<file path="config.mk">
export PLATFORM = sky130hd
export DESIGN_NAME = reg_bank_flat
export DESIGN_NICKNAME = d
export VERILOG_FILES = /design/src/rtl/reg_bank_pkg.sv /design/src/rtl/reg_bank_if.sv /design/src/rtl/reg_bank_cell.sv /design/src/rtl/reg_bank.sv /design/src/flat_wrapper.sv
export SDC_FILE = /design/constraint.sdc
export NUM_CORES = 1
export LEC_CHECK = 0
export CAP_MARGIN = 20
export CORE_AREA = 2 2 375 377
export DETAILED_ROUTE_END_ITERATION = 8
export DIE_AREA = 0 0 377 379
export GPL_TIMING_DRIVEN = 1
export PLACE_DENSITY = 0.31
export REMOVE_ABC_BUFFERS = 1
export SLEW_MARGIN = 20
export SYNTH_ARGS = -nofsm -noshare
export SYNTH_HDL_FRONTEND = slang
export SYNTH_SLANG_ARGS = --single-unit
</file>
<file path="constraint.sdc">
create_clock -name clk -period 2.3 [get_ports clk]
set_input_delay 0.345 -clock clk [delete_from_list [all_inputs] [get_ports clk]]
set_output_delay 0.345 -clock clk [all_outputs]
set_load 0.05 [all_outputs]
</file>
<file path="src/rtl/reg_bank_pkg.sv">
// Shared types and defaults for the register bank.
// Optional byte-strobe feature is selected with REG_BANK_WSTRB_EN.
package reg_bank_pkg;

   typedef enum logic [1:0] {
      RW  = 2'd0,
      RO  = 2'd1,
      W1C = 2'd2
   } reg_mode_e;

   typedef enum logic {
      IDLE = 1'b0,
      RESP = 1'b1
   } bank_state_e;

   localparam int DEF_DATA_WIDTH = 32;
   localparam int DEF_ADDR_WIDTH = 4;
   localparam int DEF_NUM_REGS   = 9;
   localparam int STRB_WIDTH     = DEF_DATA_WIDTH / 8;

   // Per-register defaults used to fill the parameter arrays of the top level.
   localparam reg_mode_e DEF_REG_MODE  = RW;
   localparam bit        DEF_RESET_EN  = 1'b1;
   localparam logic [DEF_DATA_WIDTH-1:0] DEF_RESET_VAL = '0;

   function automatic int strbWidth(input int dataWidth);
      return dataWidth / 8;
   endfunction

endpackage

</file>
<file path="src/rtl/reg_bank_if.sv">
// Request/response channel of the register bank (valid/ready both ways).
// req_wstrb exists only when REG_BANK_WSTRB_EN is defined.
interface reg_bank_if
   import reg_bank_pkg::*;
#(
   parameter int DATA_WIDTH = DEF_DATA_WIDTH,
   parameter int ADDR_WIDTH = DEF_ADDR_WIDTH
);
   localparam int STRB_W = strbWidth(DATA_WIDTH);

   logic                  req_valid;
   logic                  req_ready;
   logic                  req_write;
   logic [ADDR_WIDTH-1:0] req_addr;
   logic [DATA_WIDTH-1:0] req_wdata;
`ifdef REG_BANK_WSTRB_EN
   logic [STRB_W-1:0]     req_wstrb;
`endif
   logic                  rsp_valid;
   logic                  rsp_ready;
   logic [DATA_WIDTH-1:0] rsp_rdata;
   logic                  rsp_err;

`ifdef REG_BANK_WSTRB_EN
   modport master (
      output req_valid, req_write, req_addr, req_wdata, req_wstrb, rsp_ready,
      input  req_ready, rsp_valid, rsp_rdata, rsp_err
   );
   modport slave (
      input  req_valid, req_write, req_addr, req_wdata, req_wstrb, rsp_ready,
      output req_ready, rsp_valid, rsp_rdata, rsp_err
   );
`else
   modport master (
      output req_valid, req_write, req_addr, req_wdata, rsp_ready,
      input  req_ready, rsp_valid, rsp_rdata, rsp_err
   );
   modport slave (
      input  req_valid, req_write, req_addr, req_wdata, rsp_ready,
      output req_ready, rsp_valid, rsp_rdata, rsp_err
   );
`endif

endinterface

</file>
<file path="src/rtl/reg_bank_cell.sv">
// One register of the bank: access mode, optional reset, byte strobes and
// hardware set pulses (W1C only). RO cells hold no state and read as 0.
module reg_bank_cell
   import reg_bank_pkg::*;
#(
   parameter int                    DATA_WIDTH = DEF_DATA_WIDTH,
   parameter reg_mode_e             MODE       = RW,
   parameter logic [DATA_WIDTH-1:0] RESET_VAL  = '0,
   parameter bit                    RESET_EN   = 1'b1
) (
   input  logic                    clk,
   input  logic                    rst_n,
   input  logic                    wrEn,
   input  logic [DATA_WIDTH-1:0]   wrData,
   input  logic [DATA_WIDTH/8-1:0] wrStrb,
   input  logic [DATA_WIDTH-1:0]   hwSet,
   output logic [DATA_WIDTH-1:0]   q
);

   generate
      if (MODE == RO) begin : gRo
         logic unusedSig;
         assign unusedSig = ^{clk, rst_n, wrEn, wrData, wrStrb, hwSet};
         assign q = '0;
      end else begin : gStore
         logic [DATA_WIDTH-1:0] qReg;
         logic [DATA_WIDTH-1:0] qNext;
         logic [DATA_WIDTH-1:0] byteMask;
         logic [DATA_WIDTH-1:0] setMask;

         always_comb begin
            byteMask = '0;
            for (int k = 0; k < DATA_WIDTH / 8; k++) begin
               byteMask[8*k +: 8] = {8{wrStrb[k]}};
            end
         end

         assign setMask = (MODE == W1C) ? hwSet : '0;

         // Set is OR-ed in after the bus clear so a coincident set wins.
         always_comb begin
            qNext = qReg;
            if (wrEn) begin
               if (MODE == W1C) begin
                  qNext = qReg & ~(wrData & byteMask);
               end else begin
                  qNext = (qReg & ~byteMask) | (wrData & byteMask);
               end
            end
            qNext = qNext | setMask;
         end

         if (RESET_EN) begin : gRst
            always_ff @(posedge clk or negedge rst_n) begin
               if (!rst_n) begin
                  qReg <= RESET_VAL;
               end else begin
                  qReg <= qNext;
               end
            end
         end else begin : gNoRst
            // No reset: freeze while rst_n is low so the value survives reset.
            always_ff @(posedge clk) begin
               if (rst_n) begin
                  qReg <= qNext;
               end
            end
         end

         assign q = qReg;
      end
   endgenerate

endmodule

</file>
<file path="src/rtl/reg_bank.sv">
// Register bank top: request FSM, address decode and response register.
// Define REG_BANK_WSTRB_EN to enable per-byte write strobes.
//
//   state | meaning
//   IDLE  | ready for a request; acceptance captures the response
//   RESP  | response held on rsp_*; waits for rsp_ready
module reg_bank
   import reg_bank_pkg::*;
#(
   parameter int                    DATA_WIDTH = DEF_DATA_WIDTH,
   parameter int                    ADDR_WIDTH = DEF_ADDR_WIDTH,
   parameter int                    NUM_REGS   = DEF_NUM_REGS,
   parameter reg_mode_e             REG_MODE  [NUM_REGS] = '{default: DEF_REG_MODE},
   parameter logic [DATA_WIDTH-1:0] RESET_VAL [NUM_REGS] = '{default: '0},
   parameter bit                    RESET_EN  [NUM_REGS] = '{default: DEF_RESET_EN}
) (
   input  logic                           clk,
   input  logic                           rst_n,
   reg_bank_if.slave                      bus,
   input  logic [NUM_REGS*DATA_WIDTH-1:0] hw_rdata,
   input  logic [NUM_REGS*DATA_WIDTH-1:0] hw_set,
   output logic [NUM_REGS*DATA_WIDTH-1:0] regs_q,
   output logic [NUM_REGS-1:0]            wr_pulse
);

   localparam int STRB_W = strbWidth(DATA_WIDTH);

   bank_state_e           state;
   bank_state_e           stateNext;
   logic                  accept;
   logic [NUM_REGS-1:0]   sel;
   logic                  addrOk;
   logic                  selRo;
   logic [DATA_WIDTH-1:0] selRdata;
   logic                  writeOk;
   logic [NUM_REGS-1:0]   wrEn;
   logic [STRB_W-1:0]     strb;
   logic [DATA_WIDTH-1:0] rspRdata;
   logic                  rspErr;

`ifdef REG_BANK_WSTRB_EN
   assign strb = bus.req_wstrb;
`else
   assign strb = '1;
`endif

   // Gating with rst_n keeps requests out while reset is asserted.
   assign bus.req_ready = (state == IDLE) && rst_n;
   assign accept        = bus.req_valid && bus.req_ready;

   always_comb begin
      sel      = '0;
      selRo    = 1'b0;
      selRdata = '0;
      for (int i = 0; i < NUM_REGS; i++) begin
         if (bus.req_addr == ADDR_WIDTH'(i)) begin
            sel[i] = 1'b1;
            selRo  = (REG_MODE[i] == RO);
            selRdata = (REG_MODE[i] == RO) ? hw_rdata[i*DATA_WIDTH +: DATA_WIDTH]
                                           : regs_q[i*DATA_WIDTH +: DATA_WIDTH];
         end
      end
   end

   assign addrOk  = |sel;
   assign writeOk = accept && bus.req_write && addrOk && !selRo;
   assign wrEn    = writeOk ? sel : '0;

   genvar gi;
   generate
      for (gi = 0; gi < NUM_REGS; gi++) begin : gCell
         reg_bank_cell #(
            .DATA_WIDTH (DATA_WIDTH),
            .MODE       (REG_MODE[gi]),
            .RESET_VAL  (RESET_VAL[gi]),
            .RESET_EN   (RESET_EN[gi])
         ) uCell (
            .clk    (clk),
            .rst_n  (rst_n),
            .wrEn   (wrEn[gi]),
            .wrData (bus.req_wdata),
            .wrStrb (strb),
            .hwSet  (hw_set[gi*DATA_WIDTH +: DATA_WIDTH]),
            .q      (regs_q[gi*DATA_WIDTH +: DATA_WIDTH])
         );
      end
   endgenerate

   always_comb begin
      stateNext = state;
      case (state)
         IDLE:    if (accept) stateNext = RESP;
         RESP:    if (bus.rsp_ready) stateNext = IDLE;
         default: stateNext = IDLE;
      endcase
   end

   always_ff @(posedge clk or negedge rst_n) begin
      if (!rst_n) begin
         state <= IDLE;
      end else begin
         state <= stateNext;
      end
   end

   // Read data is taken from the flop outputs, i.e. before this edge's update.
   always_ff @(posedge clk or negedge rst_n) begin
      if (!rst_n) begin
         rspRdata <= '0;
         rspErr   <= 1'b0;
         wr_pulse <= '0;
      end else begin
         wr_pulse <= wrEn;
         if (accept) begin
            rspRdata <= (!bus.req_write && addrOk) ? selRdata : '0;
            rspErr   <= !addrOk || (bus.req_write && selRo);
         end
      end
   end

   assign bus.rsp_valid = (state == RESP);
   assign bus.rsp_rdata = rspRdata;
   assign bus.rsp_err   = rspErr;

endmodule

</file>
<file path="src/flat_wrapper.sv">
// flat-port wrapper written by rule: the top's interface ports become plain ports
module reg_bank_flat import reg_bank_pkg::*;
#(
   parameter int                    DATA_WIDTH = DEF_DATA_WIDTH,
   parameter int                    ADDR_WIDTH = DEF_ADDR_WIDTH,
   parameter int                    NUM_REGS   = DEF_NUM_REGS,
   parameter reg_mode_e             REG_MODE  [NUM_REGS] = '{default: DEF_REG_MODE},
   parameter logic [DATA_WIDTH-1:0] RESET_VAL [NUM_REGS] = '{default: '0},
   parameter bit                    RESET_EN  [NUM_REGS] = '{default: DEF_RESET_EN}
)
  (clk, rst_n, hw_rdata, hw_set, regs_q, wr_pulse, bus_req_valid, bus_req_write, bus_req_addr, bus_req_wdata, bus_rsp_ready, bus_req_ready, bus_rsp_valid, bus_rsp_rdata, bus_rsp_err);
  reg_bank_if #(.DATA_WIDTH(DATA_WIDTH), .ADDR_WIDTH(ADDR_WIDTH)) bus_i ();
  input  logic clk;
  input  logic rst_n;
  input  logic [NUM_REGS*DATA_WIDTH-1:0] hw_rdata;
  input  logic [NUM_REGS*DATA_WIDTH-1:0] hw_set;
  output logic [NUM_REGS*DATA_WIDTH-1:0] regs_q;
  output logic [NUM_REGS-1:0] wr_pulse;
  input wire logic [$bits(bus_i.req_valid)-1:0] bus_req_valid;
  input wire logic [$bits(bus_i.req_write)-1:0] bus_req_write;
  input wire logic [$bits(bus_i.req_addr)-1:0] bus_req_addr;
  input wire logic [$bits(bus_i.req_wdata)-1:0] bus_req_wdata;
  input wire logic [$bits(bus_i.rsp_ready)-1:0] bus_rsp_ready;
  output wire logic [$bits(bus_i.req_ready)-1:0] bus_req_ready;
  output wire logic [$bits(bus_i.rsp_valid)-1:0] bus_rsp_valid;
  output wire logic [$bits(bus_i.rsp_rdata)-1:0] bus_rsp_rdata;
  output wire logic [$bits(bus_i.rsp_err)-1:0] bus_rsp_err;
  assign bus_i.req_valid = bus_req_valid;
  assign bus_i.req_write = bus_req_write;
  assign bus_i.req_addr = bus_req_addr;
  assign bus_i.req_wdata = bus_req_wdata;
  assign bus_i.rsp_ready = bus_rsp_ready;
  assign bus_req_ready = bus_i.req_ready;
  assign bus_rsp_valid = bus_i.rsp_valid;
  assign bus_rsp_rdata = bus_i.rsp_rdata;
  assign bus_rsp_err = bus_i.rsp_err;
  reg_bank #(.DATA_WIDTH(DATA_WIDTH), .ADDR_WIDTH(ADDR_WIDTH), .NUM_REGS(NUM_REGS), .REG_MODE(REG_MODE), .RESET_VAL(RESET_VAL), .RESET_EN(RESET_EN)) u_core (.clk(clk), .rst_n(rst_n), .bus(bus_i), .hw_rdata(hw_rdata), .hw_set(hw_set), .regs_q(regs_q), .wr_pulse(wr_pulse));
endmodule
</file>
# == After elaboration in Yosys (flattened, before gate mapping) ==
# Index checks and enable logic that the tools add are counted.
# word_totals
ff_bits,331
elab_cells,54
# classes
reduce_logical,9
bitwise_logic,1
muxes,23
eq_ne,8
# op_table
op,n
$mux 32,10
$eq 4x3->1 const B,4
$mux 1,11
$mux 9,1
$reduce_or 9->1,1
$eq 4x2->1 const B,2
$logic_and 1x1->1,5
$eq 4x1->1 const B,1
$eq 4x4->1 const B,1
$logic_not 4->1,1
$logic_not 1->1,2
$pmux 1 s2,1
$not 1->1,1

# == Longest topological paths before layout ==
# depth
ltp_word,11
ltp_mapped,8

# == Modules after synthesis ==
# From an unflattened synthesis, not the netlist that was laid out.
# unflattened
hier_cells,1125
area_unflattened_um2,15235.9
# by_module_without_submodules
module,n_inst,area_each_um2,cells_each
reg_bank_cell,9,1186.1,68
reg_bank,1,4560.6,513

# == Worst setup path before layout ==
# OpenSTA, ideal clock, no wires.
# synth_path
path_type,flip-flop to flip-flop
start,"register u_core.state, in the netlist u_core.bus.rsp_valid"
end,register u_core.gCell[4].uCell.gStore.qReg[10]
slack_ns,0.239
t_arrival_ns,1.936
required_time_ns,2.175
period_less_slack_ns,2.061
stages_incl_launch_ff,7
path_cell_list,dfrtp_1 > and3b_1 > nand3_2 > or3_1 > buf_2 > buf_6 > mux2_4
# synth_via
elab_chain_cells,6
# synth_rtl
element,line,text
start: declaration,reg_bank.sv:28,bank_state_e state;
start signal: assignment,reg_bank.sv:102,state <= stateNext;
$not 1->1,reg_bank.sv:48,assign bus.req_ready = (state == IDLE) && rst_n;
$logic_and 1x1->1,reg_bank.sv:48,
$logic_and 1x1->1,reg_bank.sv:49,assign accept = bus.req_valid && bus.req_ready;
$logic_and 1x1->1 (2 in series),reg_bank.sv:66,assign writeOk = accept && bus.req_write && addrOk && !selRo;
$mux 9,reg_bank.sv:67,assign wrEn = writeOk ? sel : '0;
end signal: assignment,reg_bank_cell.sv:58,qReg <= qNext;
end: declaration,reg_bank_cell.sv:26,logic [DATA_WIDTH-1:0] qReg;
# No other way between the ends.
# A chain may end at the register's enable or synchronous reset.

# == Worst setup path in the final report ==
# layout_path
start,register u_core.gCell[1].uCell.gStore.qReg[19]
end,output port regs_q[51]
# layout_rtl
element,line,text
start: declaration,reg_bank_cell.sv:26,
start signal: assignment,reg_bank_cell.sv:58,
end: declaration,flat_wrapper.sv:17,output logic [NUM_REGS*DATA_WIDTH-1:0] regs_q;
# No word-level cell between the ends.

==> impl_results.md <==
- Vias: 11,500
- First-pass GRT wire length: 111,000 um
- Clock sinks: 331
- Commonest non-fill, non-tap cell in the layout: dfrtp_1
- Async SR Flop Fraction: 100%
- H-Tree Level Count: 2
- FF+latch count, synth: 331
- Total track usage: 11.2%
- Slew Viols, Final: 0
- Final cell count without fillers: 3,385
- Register area share after synthesis: 56.0%
- Crit-path max cell delay: 0.93 ns
- Layout cells sized above 1: 31.8%
- Clock root cell: clkbuf_16
- Chip width: 377 um
- Total grt overflow: 0
- Post-DP HPWL: 60,700 um
- FF-to-FF setup slack: 0.26 ns
- Maximum buffer depth of the clock tree: 3
- Die ar.: 0.143 mm2
- Initial antenna violation count: 6
- Final layout net count: 2,160
- DRT iter0 DRCs: 514
- Syn-to-layout area delta: 54.8%
- Clock transition at path regs: 0.06 ns
- Fin. Hold Viols: 0
- Critical path class: reg2out
- Worst-path cell chain: clkdlybuf4s50_1
- Top Ports: 949
- Yosys top cell area share: 56.0%
- CTS tree: done
- Core Box Area: 0.139 mm2
- Largest net degree at the start of global routing: 151
- DR pass1 iterations: 4
- Vias per Instance: 3.40
- Yosys warns: 0
- Worst slew margin: 34.6%
- Netlist cell types: 45
- Period minus WS final: 2.25 ns
- Gate Count Post-Synth: 1,122
- Design area: 0.0229 mm2
- Crit path max-delay family: buffers and inverters
- Max Cap Violations: 0
- FILL cells: 15,400
- Synthesized area: 0.0148 mm2
- Final setup vio count: 0
- Peak Freq: 0.443 GHz
- PortBufs: 372
- CP max-delay cell: clkdlybuf4s50_1
- Detail Route Antenna Nets: 0
- Slew at the pin with the worst max-slew slack: 0.980 ns
- P per Cell Area: 863 mW/mm2
- Arr. time, crit path: 1.91 ns
- Num CTS Buffers: 45
- Clock Latency Late Sink: 0.62 ns
- RSZ-0062 raised after global routing: no
- Worst path required time: 1.96 ns
- Final wirelength: 81,800 um
- Pleak: 10.6 nW
- Highest-count cells in the layout ignoring fill and taps: 331 x dfrtp_1, 262 x mux2_2, 239 x clkdlybuf4s50_1
- Worst VDD drop: 495 uV
- Wire length per cell: 24.2 um
- Die H: 379 um
- Status: finished, final reports clean
- Worst Hold Class: in2reg
- Hold slack: 0.367 ns
- Layout Utilization: 16.5%
- DRC: 0
- Worst setup SP type: register
- Synth area leaders: dfrtp_1 56%, mux2_2 20%, mux2i_1 3.3%, mux2_4 2.9%, a21oi_1 2.6%
- Largest fanout on the critical path: 3
- Starting Density: 10.6%
- Post-CTS setup buffers: 0
- Vias in the first global route: 12,700
- Row count: 137
- Yosys top cell by area: dfrtp_1
- Number of synthesized flops with an enable pin: 0
- Avg Inst Size Synth: 13.2 um2
- Top_reg_cell synth: dfrtp_1
- Crit share post-route: 98.0%
- Buffers & Inverters on Critical Path: 1
- Placer Congestion: 0.788
- Setup Skew: 0.0212 ns
- Placed Cells: 3,302
- Crit. End Element: output pin
- DP Area: 0.0214 mm2
-- area by class of cell --
type | count | area (um2) | share of cell area [%]
Inverter | 9 | 33.8 | 0.148
Multi-Input combinational cell | 698 | 6130 | 26.8
Sequential cell | 331 | 8280 | 36.2
Antenna cell | 1 | 2.50 | 0.0109
Clock inverter | 13 | 224 | 0.979
Tap cell | 1807 | 2260 | 9.88
Clock buffer | 68 | 1260 | 5.52
Timing Repair Buffer | 458 | 4690 | 20.5
-- Yosys cell counts, types with 5 or more instances --
library cell  count
a21oi_1          78
a221o_1           6
a221oi_1          6
a22o_1            9
a22oi_1           9
a2bb2oi_1        27
a31oi_1           6
buf_2            42
clkbuf_1         38
dfrtp_1         331
inv_1             7
mux2_2          262
mux2_4           29
mux2i_1          48
nand2_1          34
nand3_2           5
nor2_1           47
o211ai_1          7
o21ai_0          32
o21ai_1          11
o21bai_1          6
o22a_1           21
o22ai_1          11
o311a_1          15
-- flip-flops by register name, indices dropped and copies added, names as in the netlist --
| signal | cells |
|---|---|
| u_core.bus.rsp_err | 1 |
| u_core.bus.rsp_valid | 1 |
| u_core.wr_pulse | 9 |
| u_core.gCell.uCell.q | 288 |
| u_core.bus.rsp_rdata | 32 |
-- cell families after synthesis --
group,Yosys count,share of synthesized area (%)
multiplexers,339,26.2
flip-flops,331,56.0
AO/OA/AOI/OAI,250,11.4
AND/OR/NAND/NOR,109,3.45
buffers and inverters,93,2.90
-- metrics by stage --
step	power (W)	TNS (ns)	setup slack, ns
finish	0.0197	0	0.0452
detailed placement	0.0128	-41.10	-0.222
floorplan	0.0101	-118.18	-0.706
global route	0.0206	0	0.000907
CTS	0.0202	0	0.000505
global placement	0.0128	-34.28	-0.193
-- worst paths after layout --
path | to | start | cells after the start
setup / recovery | regs_q[51] | u_core.gCell[1].uCell.q[19] | 1
hold / removal | u_core.bus.rsp_valid | bus_rsp_ready | 2
setup reg to reg | u_core.gCell[4].uCell.q[24] | u_core.bus.rsp_valid | 5
hold reg to reg | u_core.bus.rsp_rdata[21] | u_core.bus.rsp_rdata[21] | 2
max in group asynchronous | u_core.gCell[0].uCell.q[22] | rst_n | 3
min in group asynchronous | u_core.gCell[0].uCell.q[5] | rst_n | 3
-- layer usage --
| layer | part of all wire [%] | GRT usage (%) |
|---|---|---|
| met1 | 40 | 12.9 |
| met3 | 10 | 5.41 |
| met4 | 2.9 | 3.40 |
| met5 | 0.075 | 0 |
| met2 | 47 | 18.3 |
-- worst reg2reg max path, stage by stage (launching register included) --
cell,delay (ns)
dfrtp_1,0.37
and3b_1,0.34
nand3_2,0.11
or3_2,0.51
buf_12,0.21
mux2_4,0.38
-- power by group --
part | internal, W | leakage, nW | switching, W | total [W]
Sequential | 0.00646 | 4.47 | 0.000588 | 0.00704
Combinational | 0.00176 | 5.38 | 0.00370 | 0.00546
Clock | 0.00427 | 0.720 | 0.00298 | 0.00724
Total | 0.0125 | 10.6 | 0.00726 | 0.0197
-- timing repair --
item / 4_1_cts / 5_1_grt
setup endpoints to repair: 56 / 36
endpoints found under the hold margin: 191 / 0
resized for setup: 56 / 36
hold buffers: 1 / 0
No activity file was read; power rests on OpenSTA's default activity.
